===== src/rtl/definitions_pkg.sv =====
// Shared ALU op codes, datapath width and arbiter FSM states.
package definitions;

    localparam int OP_W   = 3;
    localparam int DATA_W = 32;

    // Codes not listed here make the alu return zero.
    typedef enum logic [OP_W-1:0] {
        OP_AND = 3'b000,
        OP_OR  = 3'b001,
        OP_ADD = 3'b010,
        OP_SUB = 3'b110
    } op_code;

    typedef enum logic [1:0] {
        IDLE,
        EXEC,
        RESP
    } arb_state_t;

endpackage


===== src/rtl/alu.sv =====
// Combinational 32-bit ALU: AND, OR, ADD, SUB (modulo 2^32); other codes yield 0.
module alu
    import definitions::*;
(
    input  logic [OP_W-1:0]   op_i,
    input  logic [DATA_W-1:0] rs_i,
    input  logic [DATA_W-1:0] rt_i,
    output logic [DATA_W-1:0] result_o,
    output logic              zero_o
);

    always_comb begin
        result_o = '0;
        case (op_i)
            OP_AND:  result_o = rs_i & rt_i;
            OP_OR:   result_o = rs_i | rt_i;
            OP_ADD:  result_o = rs_i + rt_i;
            OP_SUB:  result_o = rs_i - rt_i;
            default: result_o = '0;
        endcase
    end

    assign zero_o = (result_o == '0);

endmodule


===== src/rtl/rr_arbiter.sv =====
// Combinational round-robin picker: first set request at or after ptr, wrapping.
module rr_arbiter #(
    parameter int NUM_REQ = 4,
    parameter int ID_W    = $clog2(NUM_REQ)
) (
    input  logic [NUM_REQ-1:0] req,
    input  logic [ID_W-1:0]    ptr,
    output logic [NUM_REQ-1:0] grant,
    output logic [ID_W-1:0]    idx,
    output logic               any
);

    int unsigned k;

    always_comb begin
        grant = '0;
        idx   = '0;
        any   = 1'b0;
        k     = 0;
        for (int i = 0; i < NUM_REQ; i++) begin
            k = int'(ptr) + i;
            if (k >= NUM_REQ) k = k - NUM_REQ;
            if (!any && req[k]) begin
                any      = 1'b1;
                grant[k] = 1'b1;
                idx      = k[ID_W-1:0];
            end
        end
    end

endmodule


===== src/rtl/alu_arbiter.sv =====
// Round-robin sharing of one alu among NUM_REQ requesters with a tagged response channel.
// Define ALU_ARB_OVF_EN to add the signed-overflow flag output rsp_ovf_o.
module alu_arbiter
    import definitions::*;
#(
    parameter  int NUM_REQ = 4,
    localparam int ID_W    = $clog2(NUM_REQ)
) (
    input  logic                      clk,
    input  logic                      reset,
    input  logic [NUM_REQ-1:0]        req_valid_i,
    output logic [NUM_REQ-1:0]        req_ready_o,
    input  logic [NUM_REQ*OP_W-1:0]   req_op_i,
    input  logic [NUM_REQ*DATA_W-1:0] req_rs_i,
    input  logic [NUM_REQ*DATA_W-1:0] req_rt_i,
    output logic                      rsp_valid_o,
    input  logic                      rsp_ready_i,
    output logic [ID_W-1:0]           rsp_id_o,
    output logic [DATA_W-1:0]         rsp_result_o,
    output logic                      rsp_zero_o,
`ifdef ALU_ARB_OVF_EN
    output logic                      rsp_ovf_o,
`endif
    output logic                      busy_o
);

    arb_state_t               state, next_state;
    logic [ID_W-1:0]          rr_ptr, next_ptr;
    logic [ID_W-1:0]          id_q;
    logic [NUM_REQ-1:0]       grant;
    logic [ID_W-1:0]          grant_idx;
    logic                     grant_any;
    logic                     accept;

    logic [OP_W-1:0]          op_p0;
    logic signed [DATA_W-1:0] rs_p0, rt_p0;
    logic [DATA_W-1:0]        alu_result;
    logic                     alu_zero;

`ifdef ALU_ARB_OVF_EN
    function automatic logic signed_ovf(input logic [OP_W-1:0] op,
                                        input logic signed [DATA_W-1:0] a,
                                        input logic signed [DATA_W-1:0] b,
                                        input logic signed [DATA_W-1:0] r);
        case (op)
            OP_ADD:  return (a[DATA_W-1] == b[DATA_W-1]) && (r[DATA_W-1] != a[DATA_W-1]);
            OP_SUB:  return (a[DATA_W-1] != b[DATA_W-1]) && (r[DATA_W-1] != a[DATA_W-1]);
            default: return 1'b0;
        endcase
    endfunction
`endif

    rr_arbiter #(
        .NUM_REQ (NUM_REQ),
        .ID_W    (ID_W)
    ) u_rr (
        .req   (req_valid_i),
        .ptr   (rr_ptr),
        .grant (grant),
        .idx   (grant_idx),
        .any   (grant_any)
    );

    alu u_alu (
        .op_i     (op_p0),
        .rs_i     (rs_p0),
        .rt_i     (rt_p0),
        .result_o (alu_result),
        .zero_o   (alu_zero)
    );

    always_comb begin
        next_state  = state;
        req_ready_o = '0;
        accept      = 1'b0;
        case (state)
            IDLE: begin
                req_ready_o = grant;
                accept      = grant_any;
                if (grant_any) next_state = EXEC;
            end
            EXEC:    next_state = RESP;
            RESP:    if (rsp_ready_i) next_state = IDLE;
            default: next_state = IDLE;
        endcase
    end

    assign next_ptr = (grant_idx == ID_W'(NUM_REQ - 1)) ? '0 : grant_idx + ID_W'(1);
    assign busy_o   = (state != IDLE);

    always_ff @(posedge clk or posedge reset) begin
        if (reset) begin
            state        <= IDLE;
            rr_ptr       <= '0;
            id_q         <= '0;
            rsp_valid_o  <= 1'b0;
            rsp_id_o     <= '0;
            rsp_result_o <= '0;
            rsp_zero_o   <= 1'b0;
`ifdef ALU_ARB_OVF_EN
            rsp_ovf_o    <= 1'b0;
`endif
        end else begin
            state <= next_state;
            if (accept) begin
                rr_ptr <= next_ptr;
                id_q   <= grant_idx;
            end
            // Stage 1: alu result captured into the response registers
            if (state == EXEC) begin
                rsp_valid_o  <= 1'b1;
                rsp_id_o     <= id_q;
                rsp_result_o <= alu_result;
                rsp_zero_o   <= alu_zero;
`ifdef ALU_ARB_OVF_EN
                rsp_ovf_o    <= signed_ovf(op_p0, rs_p0, rt_p0, alu_result);
`endif
            end else if (state == RESP && rsp_ready_i) begin
                rsp_valid_o  <= 1'b0;
            end
        end
    end

    // Stage 0: operands of the granted requester
    always_ff @(posedge clk) begin
        if (accept) begin
            op_p0 <= req_op_i[int'(grant_idx)*OP_W +: OP_W];
            rs_p0 <= req_rs_i[int'(grant_idx)*DATA_W +: DATA_W];
            rt_p0 <= req_rt_i[int'(grant_idx)*DATA_W +: DATA_W];
        end
    end

endmodule

===== config.mk =====
export PLATFORM = sky130hd
export DESIGN_NAME = alu_arbiter
export DESIGN_NICKNAME = d
export VERILOG_FILES = /design/src/rtl/definitions_pkg.sv /design/src/rtl/alu.sv /design/src/rtl/rr_arbiter.sv /design/src/rtl/alu_arbiter.sv
export SDC_FILE = /design/constraint.sdc
export NUM_CORES = 1
export LEC_CHECK = 0
export BUFFER_PORTS_ARGS = -buffer_cell sky130_fd_sc_hd__buf_4
export CELL_PAD_IN_SITES_DETAIL_PLACEMENT = 0
export CELL_PAD_IN_SITES_GLOBAL_PLACEMENT = 1
export CORE_ASPECT_RATIO = 1.5
export CORE_UTILIZATION = 40
export DETAILED_ROUTE_END_ITERATION = 7
export PLACE_DENSITY = 0.89
export REMOVE_ABC_BUFFERS = 1
export SLEW_MARGIN = 20
export SYNTH_ARGS = -nofsm -noshare
export SYNTH_HDL_FRONTEND = slang
export SYNTH_SLANG_ARGS = --single-unit

===== constraint.sdc =====
create_clock -name clk -period 10 [get_ports clk]
set_input_delay 0 -clock clk [delete_from_list [all_inputs] [get_ports clk]]
set_output_delay 0 -clock clk [all_outputs]
set_load 0.01 [all_outputs]

# Yosys cells after proc, flatten, opt, wreduce, memory -nomap -nowiden
# Index checks and enable logic that the tools add are counted.
op_classes:
  addsub: 10
  n_mul: 1
  magnitude_cmp: 12
  n_eq_ne: 8
  shift: 3
  n_mux: 41
  bitwise_logic: 5
  reduce_logical: 17
ops:
  columns: ["cell", "count"]
  rows:
  - ["128-bit by 8-bit variable part select with 32-bit output", 2]
  - ["32-bit by 1-bit >= comparator with 1-bit output (second input constant)", 4]
  - ["32-bit by 3-bit < comparator with 1-bit output (second input constant)", 4]
  - ["32-bit two-way mux", 4]
  - ["32-bit case mux with 4 select lines", 1]
  - ["32-bit by 3-bit >= comparator with 1-bit output (second input constant)", 3]
  - ["32-bit by 3-bit subtractor with 32-bit output (second input constant)", 3]
  - ["32-bit adder", 1]
  - ["32-bit AND", 1]
  - ["32-bit zero test", 1]
  - ["32-bit OR", 1]
  - ["32-bit subtractor", 1]
  - ["4-bit two-way mux", 5]
  - ["1-bit two-way mux", 15]
  - ["2-bit two-way mux", 7]
  - ["4-bit OR", 3]
  - ["12-bit by 5-bit variable part select with 3-bit output", 1]
  - ["1-bit binary-select mux with 2-bit select", 4]
  - ["1-bit demux with 2-bit select", 4]
  - ["1-bit logical AND", 8]
  - ["2-bit by 2-bit adder with 3-bit output (second input constant)", 2]
  - ["2-bit case mux with 3 select lines", 1]
  - ["2-bit equality test (second input constant)", 2]
  - ["2-bit by 2-bit multiplier with 4-bit output (second input constant)", 1]
  - ["14 further kinds", 18]
word_totals:
  reg_bits: 109
  input_bits: 275
  out_inout_bits: 41
  word_cells: 107

# Logic depth before layout (Yosys ltp)
# Gate-level depths: netlist of run 1.
logic_depth:
  depth_word: 16
  mapped_depth: 22
  mapped_depth_nobuf: 18

# Hierarchy
# Synthesis of run 1 repeated with hierarchy kept, for this count alone.
hier_totals:
  cells_unflattened: 800
  area_unflattened_um2: 9176.3
by_module_without_submodules:
  columns: ["mod", "instances", "cells_each", "area_per_inst_um2", "seq_area_each_um2"]
  rows:
  - ["alu_arbiter", 1, 251, 5271.3, 3062.9]
  - ["alu", 1, 501, 3445.8, 0.0]
  - ["rr_arbiter", 1, 48, 459.2, 0.0]

# Worst setup path before layout of run 1
# OpenSTA, ideal clock, no wires.
synth_timing:
  path_type: "reg-to-reg"
  startpoint: "register op_p0[0]"
  endpoint: "register rsp_zero_o"
  setup_ps: 122
  t_arrival_ps: 4911
  t_required_ps: 9878
  setup_slack_ps: 4967
  path_stages_with_launch: 23
  path_buffers: 7
  period_less_slack_ps: 5033
  cell_sequence: "edfxtp_1 -> clkbuf_1 -> nor2b_1 -> buf_2 -> clkbuf_1 -> buf_1 -> buf_2 -> and2_0 -> clkbuf_1 -> nor2_1 -> xnor2_1 -> ha_1 -> clkbuf_1 -> a21o_1 -> a31o_2 -> a311oi_1 -> o21ai_0 -> a21oi_1 -> o21ai_0 -> a221oi_1 -> nand4_1 -> and3_1 -> a32o_1"
synth_via:
  elab_chain_cells: 3
synth_rtl:
  columns: ["item", "line", "source"]
  rows:
  - ["start, declared", "alu_arbiter.sv:35", "logic [OP_W-1:0] op_p0;"]
  - ["start signal, assigned", "alu_arbiter.sv:127", "op_p0 <= req_op_i[int'(grant_idx)*OP_W +: OP_W];"]
  - ["3-bit equality test (tied with other cells)", "alu.sv:14", "case (op_i)"]
  - ["32-bit case mux with 4 select lines *", "alu.sv:14", null]
  - ["32-bit zero test *", "alu.sv:23", "assign zero_o = (result_o == '0);"]
  - ["end signal, assigned", "alu_arbiter.sv:114", "rsp_zero_o <= alu_zero;"]
  - ["end, declared", "alu_arbiter.sv:20", "output logic rsp_zero_o,"]
# Every way passes the cells marked *; elsewhere a longest branch is shown, timed or not.
# A chain may end at the register's enable or synchronous reset.

# Worst setup path after layout of run 1
layout_timing:
  startpoint: "register rt_p0[11]"
  endpoint: "register rsp_zero_o"
layout_via:
  elab_chain_cells: 3
layout_rtl:
  columns: ["item", "line", "source"]
  rows:
  - ["start, declared", "alu_arbiter.sv:36", "logic signed [DATA_W-1:0] rs_p0, rt_p0;"]
  - ["start signal, assigned", "alu_arbiter.sv:129", "rt_p0 <= req_rt_i[int'(grant_idx)*DATA_W +: DATA_W];"]
  - ["32-bit subtractor (tied with other cells)", "alu.sv:18", "OP_SUB: result_o = rs_i - rt_i;"]
  - ["32-bit case mux with 4 select lines *", "alu.sv:14", null]
  - ["32-bit zero test *", "alu.sv:23", null]
# Marks and branches as above.

==> results of run 1 <==
[worst max-delay path, cell delays in order, from the launching register on]
cell	delay, ns
edfxtp_1	0.47
or4_1	0.59
nor3_1	0.39
nand2_1	0.17
or4_1	0.59
o21ai_0	0.25
xor2_1	0.10
ha_1	0.40
nand2_1	0.09
o21ai_0	0.24
nor3_1	0.07
a21oi_1	0.43
nor2_1	0.10
a211oi_1	0.36
nand4_1	0.17
nor4_1	0.42
and4_1	0.25
a32o_1	0.15
[final cells by class]
| type | instances | area (um2) |
|---|---|---|
| Inverter | 15 | 56.3 |
| Multi-Input combinational cell | 935 | 5880 |
| Timing Repair Buffer | 330 | 2490 |
| Sequential cell | 109 | 3060 |
| Clock inverter | 6 | 111 |
| Fill cell | 2150 | 10700 |
| Tap cell | 280 | 350 |
| Clock buffer | 10 | 229 |
[layer usage]
layer,vias to the layer above,global-route usage
met5,-,0
met4,0,0.0918
met3,54,0.0312
met2,326,0.438
met1,4507,0.301
li1,4758,-
[state kept, by name (all words and copies together) (netlist names), named ones only]
name          count
op_p0             3
rsp_zero_o        1
rsp_valid_o       1
rsp_id_o          2
state             2
rs_p0            32
id_q              2
rt_p0            32
rr_ptr            1
rsp_result_o     32
[cell usage after synthesis (9+ instances only)]
cell,count,area share
nand2_1,210,0.085
a211oi_1,77,0.062
a31oi_1,72,0.048
clkbuf_1,72,0.029
edfxtp_1,67,0.22
o21ai_0,67,0.036
and2_1,65,0.044
nor2_1,63,0.025
a21oi_1,54,0.029
dfrtp_1,42,0.11
ha_1,38,0.051
xor2_1,37,0.035
maj3_1,25,0.027
nor3_1,19,0.010
a22oi_1,16,0.013
xnor2_1,16,0.015
inv_1,15,0.0061
nand4_1,14,0.0094
a221oi_1,13,0.012
o31ai_1,13,0.010
a21o_1,12,0.0097
nand3_1,12,0.0065
buf_1,10,0.0040
nand2b_1,9,0.0061
nor4_1,9,0.0061
[kinds of logic after synthesis]
group                      after synthesis  share of synthesized area
xor gates and xnor gates                53                     0.0499
DFF                                    109                      0.329
muxes                                   12                     0.0152
and+or+nand+nor                        437                      0.221
AOI/OAI and AO/OA                      369                      0.263
adders and majority gates               64                     0.0802
buffers and inverters                  101                     0.0420
[worst max path at each step]
| stage | from | to | slack [ns] |
|---|---|---|---|
| 2_1_floorplan | flop | op_p0[0] | 0.22 |
| 3_3_place_gp | rt_p0[11] | rsp_zero_o | 4.90 |
| 3_5_place_dp | rt_p0[11] | rsp_zero_o | 4.72 |
| 4_1_cts | rt_p0[11] | rsp_zero_o | 4.69 |
| 5_1_grt | rt_p0[2] | rsp_zero_o | 4.36 |
| 6_report | rt_p0[11] | rsp_zero_o | 4.70 |
[through the flow]
stage / setup WS [ns] / area (um2) / cells / utilization / hold slack [ns]
2_1_floorplan: 0.225 / 8970 / 1059 / - / 0.154
3_3_place_gp: 4.90 / 11800 / 1665 / 0.516 / 0.176
3_5_place_dp: 4.72 / 11800 / 1665 / 0.516 / 0.190
4_1_cts: 4.69 / 12200 / 1685 / 0.532 / 0.000569
5_1_grt: 4.36 / 12200 / 1685 / 0.532 / 0.00891
6_report: 4.70 / 12200 / 1685 / 0.532 / 0.0130
[cell usage in the layout (no fill, tap or decap), types with 12 or more instances in the layout]
cell        n
a21oi_1    52
nand2_1   210
nand4_1    14
buf_4     326
xnor2_1    16
nor3_1     18
a221oi_1   13
a22oi_1    16
ha_1       38
nor2_1     63
a21o_1     12
a31oi_1    72
inv_1      14
o31ai_1    13
o21ai_0    67
nand3_1    12
xor2_1     37
maj3_1     25
a211oi_1   77
edfxtp_1   67
and2_1     65
dfrtp_1    42
[timing repair]
item,4_1_cts,5_1_grt
endpoints found under the setup margin,0,0
resized for setup,0,0
hold endpoints to repair,45,0
hold buffers,4,0
==> impl_metrics.csv, run 1 <==
group,metric,value,unit
run_status,outcome,"complete, no violations",
sta,skew,0.00712,ns
grt,grt_pass1_wl,46.5,mm
cts,htree_levels,3,
worst_hold_path,hold_start,"req_rs_i[78]",
routing,drc,0,
setup_path,r2r_end,"rsp_zero_o",
routing,route.met3.wl,1.40,mm
sta,hold_viol,0,
grt,antenna_found_initial,0,
sta,timing.fmax,189,MHz
setup_path,worst_setup_path_end_kind,"flop",
finish,area_delta_synth_final,30.9,%
routing,first_pass_iters,5,
synthesis,synth-seq-cells,109,
synthesis,syn_inst,1145,
worst_hold_path,hold_path_depth,3,
sta,slew_headroom,0.335,
floorplanning,placementRows,68,
placement,hpwlAfterDp,23.0,mm
cts,cts_root_buf,"clkbuf_16",
synthesis,ys.flop_type,"edfxtp_1",
synthesis,synth_edf_count,67,
setup_path,reg2reg_from,"rt_p0[11]",
placement,gp_congestion,0.927,
floorplanning,die_x,127,um
setup_path,r2r_slack,4.70,ns
setup_path,arrival,5.60,ns
grt,grt_max_degree,114,
synthesis,yosys_warnings,0,
floorplanning,initial_core_util,0.406,
sta,slew_violations,0,
routing,wl_met1,12.1,mm
finish,num_antenna_cells,0,
cts,clk_latency,0.36,ns
worst_hold_path,min_to,"rs_p0[14]",
cts,clock_sinks,109,
routing,highest_layer,"met4",
cts,cts_buffer_depth,2,
placement,io_buffers,315,
grt,track_usage,0.246,
routing,ant_nets,0,
sta,rsz0062_at_grt,"false",
cts,post_cts_buffers,0,
floorplanning,die_h,189,um
setup_path,worstSetupStartpointType,"flop",
routing,met2_length,15.2,mm
synthesis,syn_area_per_cell,8.12,um2
setup_path,cp_max_fo,7,
synthesis,ys_seq_area_frac,0.329,
synthesis,synth_cell_type_count,65,
routing,wl_per_cell,17.5,um
routing,drt_wl_total,29.5,mm
synthesis,async_flop_share,0.385,
routing,viasPerCell,5.72,
finish,nNetsFinal,1714,
setup_path,reg2reg_depth,17,
grt,overflow,0,
setup_path,crit_required,10.30,ns
floorplanning,design.core.area,22900,um2
cts,cts_buffers,9,
sta,setup-violations-final,0,
sta,tns,0,ns
floorplanning,fp.dieArea,23900,um2
setup_path,critPathKind,"reg2reg",
routing,drtIter0Drc,674,
flow_run,cap_violations,0,
sta,min_period,5.30,ns
cts,cts_tree,"done",
routing,num_vias,9645,
floorplanning,num_io_pins,316,
worst_hold_path,hold_path_class,"in2reg",
cts,path_clk_slew,0.07,ns
synthesis,synth_area,9300,um2
sta,min_period_over_period,0.530,
grt,grt_pass1_vias,9088,
finish,drive_above_1_share,0.260,
sta,tightest_slew,0.998,ns
Power of run 1 is left out: the tool's default activity adds up to more than one toggle a clock period on the data nets, which glitch-free logic cannot reach.
==> run 2, diff against run 1 <==
--- a/config.mk
+++ b/config.mk
@@ -9,9 +9,9 @@
 export CELL_PAD_IN_SITES_DETAIL_PLACEMENT = 0
 export CELL_PAD_IN_SITES_GLOBAL_PLACEMENT = 1
 export CORE_ASPECT_RATIO = 1.5
-export CORE_UTILIZATION = 40
+export CORE_UTILIZATION = 37
 export DETAILED_ROUTE_END_ITERATION = 7
-export PLACE_DENSITY = 0.89
+export PLACE_DENSITY = 0.84
 export REMOVE_ABC_BUFFERS = 1
 export SLEW_MARGIN = 20
 export SYNTH_ARGS = -nofsm -noshare
==> constraint.sdc (replaced) <==
create_clock -name clk -period 4.96 [get_ports clk]
set_input_delay 0 -clock clk [delete_from_list [all_inputs] [get_ports clk]]
set_output_delay 0 -clock clk [all_outputs]
set_load 0.01 [all_outputs]
==> run 2 against run 1 <==
- core utilization is 2.2 points lower
- hold slack worse by 0.0044 ns
- register-to-register slack worse by 4.4 ns
- cell count is 4.3% higher
- maximum frequency is 14% higher
- cell area grew 2.6%
- sequential share of layout area shrank 0.65 points
- critical path type unchanged
- critical endpoint unchanged
- largest cell class unchanged
- highest routed layer unchanged
==> impl_metrics.csv, run 2 (synthesis gave the netlist of run 1 again) <==
group,metric,value,unit
run_status,outcome,"complete, no violations",
placement,hpwlAfterDp,24.0,mm
sta,slew_headroom,0.417,
worst_hold_path,hold_path_depth,3,
cts,cts_tree,"done",
sta,slew_violations,0,
setup_path,cp_max_fo,5,
finish,num_antenna_cells,0,
sta,min_period,4.65,ns
placement,gp_congestion,0.897,
finish,nFillCells,2481,
sta,min_period_over_period,0.937,
finish,final_common_cell,"buf_4",
routing,ant_nets,0,
finish,drive_above_1_share,0.282,
placement,dp_slack,0.141,ns
worst_hold_path,hold_path_class,"in2reg",
cts,htree_levels,3,
finish,nNetsFinal,1742,
routing,viasPerCell,5.57,
floorplanning,fp.dieArea,25800,um2
cts,cts_buffer_depth,2,
routing,drt_wl_total,30.7,mm
floorplanning,design.core.area,24500,um2
cts,path_clk_slew,0.08,ns
cts,clk_latency,0.36,ns
floorplanning,die_x,131,um
setup_path,critPathSlowestCell,"or4_1",
setup_path,worst_path_most_repeated_cell,"or4_1",
floorplanning,num_io_pins,316,
floorplanning,placementRows,70,
grt,overflow,0,
flow_run,cap_violations,0,
routing,drc,0,
grt,grt_max_degree,100,
setup_path,arrival,4.95,ns
grt,track_usage,0.231,
finish,fin_cells,1757,
finish,area_delta_synth_final,34.4,%
floorplanning,die_h,196,um
routing,wl_per_cell,17.5,um
setup_path,worstPathCellList,"or4_1 > nor3_2 > nand2_1 > or4_1 > o41ai_1 > xor2_1 > ha_1 > a21o_1 > o31ai_1 > a21oi_1 > a211oi_2 > mux2i_1 > nand4_1 > nor4_1 > buf_4 > and4_1 > a32o_1",
sta,setup-violations-final,0,
routing,num_vias,9779,
finish,reg.largest.list,"rs_p0 x32, rsp_result_o x32, rt_p0 x32",
routing,drtIter0Drc,620,
setup_path,worst_path_largest_cell_delay,0.60,ns
floorplanning,initial_core_util,0.379,
setup_path,worstSetupStartpointType,"flop",
finish,final_cell_mix,"349 x buf_4, 210 x nand2_1, 75 x a211oi_1",
routing,first_pass_iters,7,
setup_path,worst_setup_path_end_kind,"flop",
placement,io_buffers,315,
grt,antenna_found_initial,0,
sta,hold_viol,0,
grt,grt_pass1_vias,9280,
placement,placedCellCount,1734,
cts,cts_root_buf,"clkbuf_16",
sta,tightest_slew,0.874,ns
setup_path,critPathKind,"reg2reg",
setup_path,reg2reg_depth,17,
cts,clock_sinks,109,
setup_path,crit_required,5.26,ns
cts,cts_buffers,9,
sta,timing.fmax,215,MHz
sta,fin_ws,0.312,ns
sta,skew,0.0138,ns
grt,grt_pass1_wl,48.1,mm
run 2: changes by cell type in the layout (fill, tap and decap cells not counted), moves of 2 or more:
| cell | delta |
|---|---|
| buf_4 | +23 |
| a21oi_1 | -3 |
| a21oi_2 | +3 |
| buf_12 | +3 |
| a211oi_1 | -2 |
| a211oi_2 | +2 |
| bufinv_16 | -2 |
| clkinvlp_4 | +2 |
| dlygate4sd3_1 | +2 |
| o21ai_0 | -2 |
| o21ai_1 | +2 |
run 2: what timing repair did:
item                                    4_1_cts  5_1_grt
buffers inserted                              0        1
gates resized for setup                       0       13
endpoints found under the setup margin        0        1
endpoints found under the hold margin        47        0
hold buffers                                  6        0
run 2: per-stage QoR:
step	cell area (um2)	hold WS, ns	setup TNS (ns)	util
2_1_floorplan	8970	0.154	-340.14	-
3_3_place_gp	12100	0.183	0	0.493
5_1_grt	12500	0.0119	-0.00179	0.510
6_report	12500	0.00861	0	0.510
3_5_place_dp	12100	0.197	0	0.493
4_1_cts	12400	0.000630	0	0.508
run 2: layout make-up:
cell class,instances,area (um2),share of cell area
Multi-Input combinational cell,935,5930,0.474
Clock buffer,9,225,0.0180
Inverter,15,56.3,0.00450
Timing Repair Buffer,358,2740,0.219
Sequential cell,109,3060,0.245
Tap cell,324,405,0.0324
Clock inverter,7,82.6,0.00660
run 2: path summary, 6_finish.rpt:
path / endpoint / start / slack [ns]
max in group asynchronous: rr_ptr[1] / reset / 4.19
worst max-delay path: rsp_zero_o / rt_p0[11] / 0.31
worst min register to register: rsp_id_o[1] / id_q[1] / 0.47
worst max register to register: rsp_zero_o / rt_p0[11] / 0.31
worst min-delay path: rs_p0[3] / req_rs_i[67] / 0.009
min in group asynchronous: rsp_result_o[25] / reset / 0.34
run 2: layer usage:
metal	track usage	up-vias	routed length, um
met4	0.0594	0	549
met2	0.422	289	15900
met5	0	-	0
met3	0.0284	47	1340
met1	0.286	4635	12800
li1	-	4808	-
run 2: worst max-delay path, delay by kind of cell, from the launching register on:
kind / cells / cell delay (ns)
mux: 1 / 0.26
xor+xnor: 1 / 0.19
simple gates: 7 / 1.94
buf+inv: 1 / 0.16
flops: 1 / 0.46
compound gates: 6 / 1.30
fa+ha+maj: 1 / 0.28
Power of run 2 is left out for the same reason.
==> run 3, diff against run 2 <==
--- a/config.mk
+++ b/config.mk
@@ -9,9 +9,9 @@
 export CELL_PAD_IN_SITES_DETAIL_PLACEMENT = 0
 export CELL_PAD_IN_SITES_GLOBAL_PLACEMENT = 1
 export CORE_ASPECT_RATIO = 1.5
-export CORE_UTILIZATION = 37
+export CORE_UTILIZATION = 40
 export DETAILED_ROUTE_END_ITERATION = 7
-export PLACE_DENSITY = 0.84
+export PLACE_DENSITY = 0.89
 export REMOVE_ABC_BUFFERS = 1
 export SLEW_MARGIN = 20
 export SYNTH_ARGS = -nofsm -noshare
==> constraint.sdc (replaced) <==
create_clock -name clk -period 5.9 [get_ports clk]
set_input_delay 0 -clock clk [delete_from_list [all_inputs] [get_ports clk]]
set_output_delay 0 -clock clk [all_outputs]
set_load 0.01 [all_outputs]
==> run 3 against run 2 <==
- the run now ends with negative hold slack left
- global-route usage increased by 1.3 points
- register-to-register slack improved by 0.32 ns
- sequential share of layout area increased by 0.62 points
- clock skew decreased by 0.0015 ns
- clock-buffer cell count unchanged
- hold slack got worse by 0.013 ns
- critical path type unchanged
- critical endpoint unchanged
- highest routed layer unchanged
==> impl_metrics.csv, run 3 (synthesis gave the netlist of run 1 again) <==
group,metric,value,unit
setup_path,cp_num_cells,17,
setup_path,arrival,5.56,ns
grt,antenna_found_initial,0,
finish,drive_above_1_share,0.262,
routing,drc,0,
grt,grt_pass1_vias,9061,
floorplanning,die_h,189,um
setup_path,worstPathCellList,"or4_1 > nor3_1 > nand2_1 > or4_1 > o21ai_0 > xor2_1 > ha_1 > a21oi_1 > o21ai_0 > o31ai_1 > a21oi_1 > a221oi_1 > xor2_1 > o21ai_0 > a2111oi_0 > and4_1 > a32o_1",
routing,wl_per_cell,17.6,um
routing,viasPerCell,5.69,
sta,min_period_over_period,0.893,
setup_path,critPathTopFamily,"compound AO/OA/AOI/OAI gates",
grt,overflow,0,
setup_path,r2r_end,"rsp_zero_o",
cts,cts_tree,"done",
cts,htree_levels,3,
sta,rsz0062_at_grt,"false",
floorplanning,placementRows,68,
placement,gp_congestion,0.922,
setup_path,worst_path_largest_cell_delay,0.59,ns
setup_path,reg2reg_depth,17,
finish,fin_util,0.533,
flow_run,cap_violations,0,
floorplanning,fp.dieArea,23900,um2
floorplanning,design.core.area,22900,um2
cts,post_cts_buffers,0,
grt,grt_max_degree,137,
setup_path,crit_required,6.20,ns
finish,num_antenna_cells,0,
sta,min_period,5.27,ns
worst_hold_path,hold_path_depth,3,
worst_hold_path,hold_path_class,"in2reg",
setup_path,r2r_slack,0.63,ns
setup_path,cp_max_fo,7,
cts,clk_latency,0.37,ns
routing,drt_wl_total,29.7,mm
finish,area_delta_synth_final,31.1,%
setup_path,critPathBufInv,0,
grt,track_usage,0.245,
routing,ant_nets,0,
floorplanning,initial_core_util,0.406,
setup_path,setup.worst_path.start,"rt_p0[11]",
cts,ctsResizeCount,0,
sta,tightest_slew,0.982,ns
floorplanning,num_io_pins,316,
routing,drtIter0Drc,692,
placement,io_buffers,315,
grt,grt_pass1_wl,46.4,mm
sta,fin_hold_ws,-0.00435,ns
cts,path_clk_slew,0.08,ns
setup_path,critPathSlowestCell,"or4_1",
setup_path,worst_path_most_repeated_cell,"o21ai_0",
sta,hold_viol,1,
sta,skew,0.0122,ns
cts,cts_root_buf,"clkbuf_16",
cts,cts_buffers,9,
setup_path,crit_end,"rsp_zero_o",
sta,slew_headroom,0.345,
routing,first_pass_iters,7,
cts,clock_sinks,109,
routing,num_vias,9602,
setup_path,reg2reg_from,"rt_p0[11]",
finish,nNetsFinal,1717,
setup_path,critPathKind,"reg2reg",
finish,final_cell_mix,"326 x buf_4, 210 x nand2_1, 77 x a211oi_1",
setup_path,worst_setup_path_end_kind,"flop",
sta,slew_violations,0,
sta,setup-violations-final,0,
sta,timing.fmax,190,MHz
finish,reg.largest.list,"rs_p0 x32, rsp_result_o x32, rt_p0 x32",
run_status,outcome,"finished, violations left",
cts,cts_buffer_depth,2,
finish,final_common_cell,"buf_4",
floorplanning,die_x,127,um
cts,cts_hold_buf,5,
setup_path,worstSetupStartpointType,"flop",
placement,hpwlAfterDp,22.9,mm
run_status,violations,"negative hold slack",
==> run 3: cell types whose count changed in the layout (fill, tap and decap cells not counted), moves of 2 or more <==
cell        before  now
buf_4          349  326
a21oi_1         49   52
a21oi_2          3    0
a211oi_1        75   77
a211oi_2         2    0
clkinvlp_4       2    0
o21ai_0         65   67
o21ai_1          2    0
==> run 3: worst min path at each step <==
stage	slack [ns]	end	start
3_5_place_dp	0.18	rsp_id_o[0]	reset
6_report	-0.004	rs_p0[3]	req_rs_i[35]
4_1_cts	0.0003	rs_p0[3]	req_rs_i[35]
5_1_grt	0.008	rs_p0[3]	req_rs_i[67]
2_1_floorplan	0.15	state[1]	rsp_ready_i
3_3_place_gp	0.18	rsp_id_o[1]	reset
==> run 3: per-layer routing <==
metal  track usage  vias up  wire [um]
met5             0        -          0
met4        0.0862        0        697
met3        0.0253       43       1480
met2         0.442      323      15400
met1         0.299     4482      12100
li1              -     4754          -
==> run 3: layout make-up <==
class	count	area, um2
fill	2189	10700
multi-input combinational	935	5880
sequential	109	3060
timing repair buffer	333	2540
tap	280	350
clock buffer	9	225
clock inverter	7	81.3
inverter	15	56.3
==> run 3: worst min-delay path, delay by kind of cell <==
kind                   cells  cell delay [ns]
AOI/OAI and AO/OA          2             0.17
buffers and inverters      1             0.08
==> run 3: per-stage QoR <==
step                area [um2]  setup TNS (ns)  worst slack (ns)  hold slack (ns)  std cells
finish                   12200               0             0.633         -0.00435       1688
global route             12200               0             0.124          0.00846       1688
CTS                      12200               0             0.667         0.000310       1688
detailed placement       11800               0             0.666            0.182       1667
global placement         11800               0             0.847            0.178       1667
floorplan                 8970         -268.64             -3.88            0.154       1059
Power of run 3 is left out for the same reason.
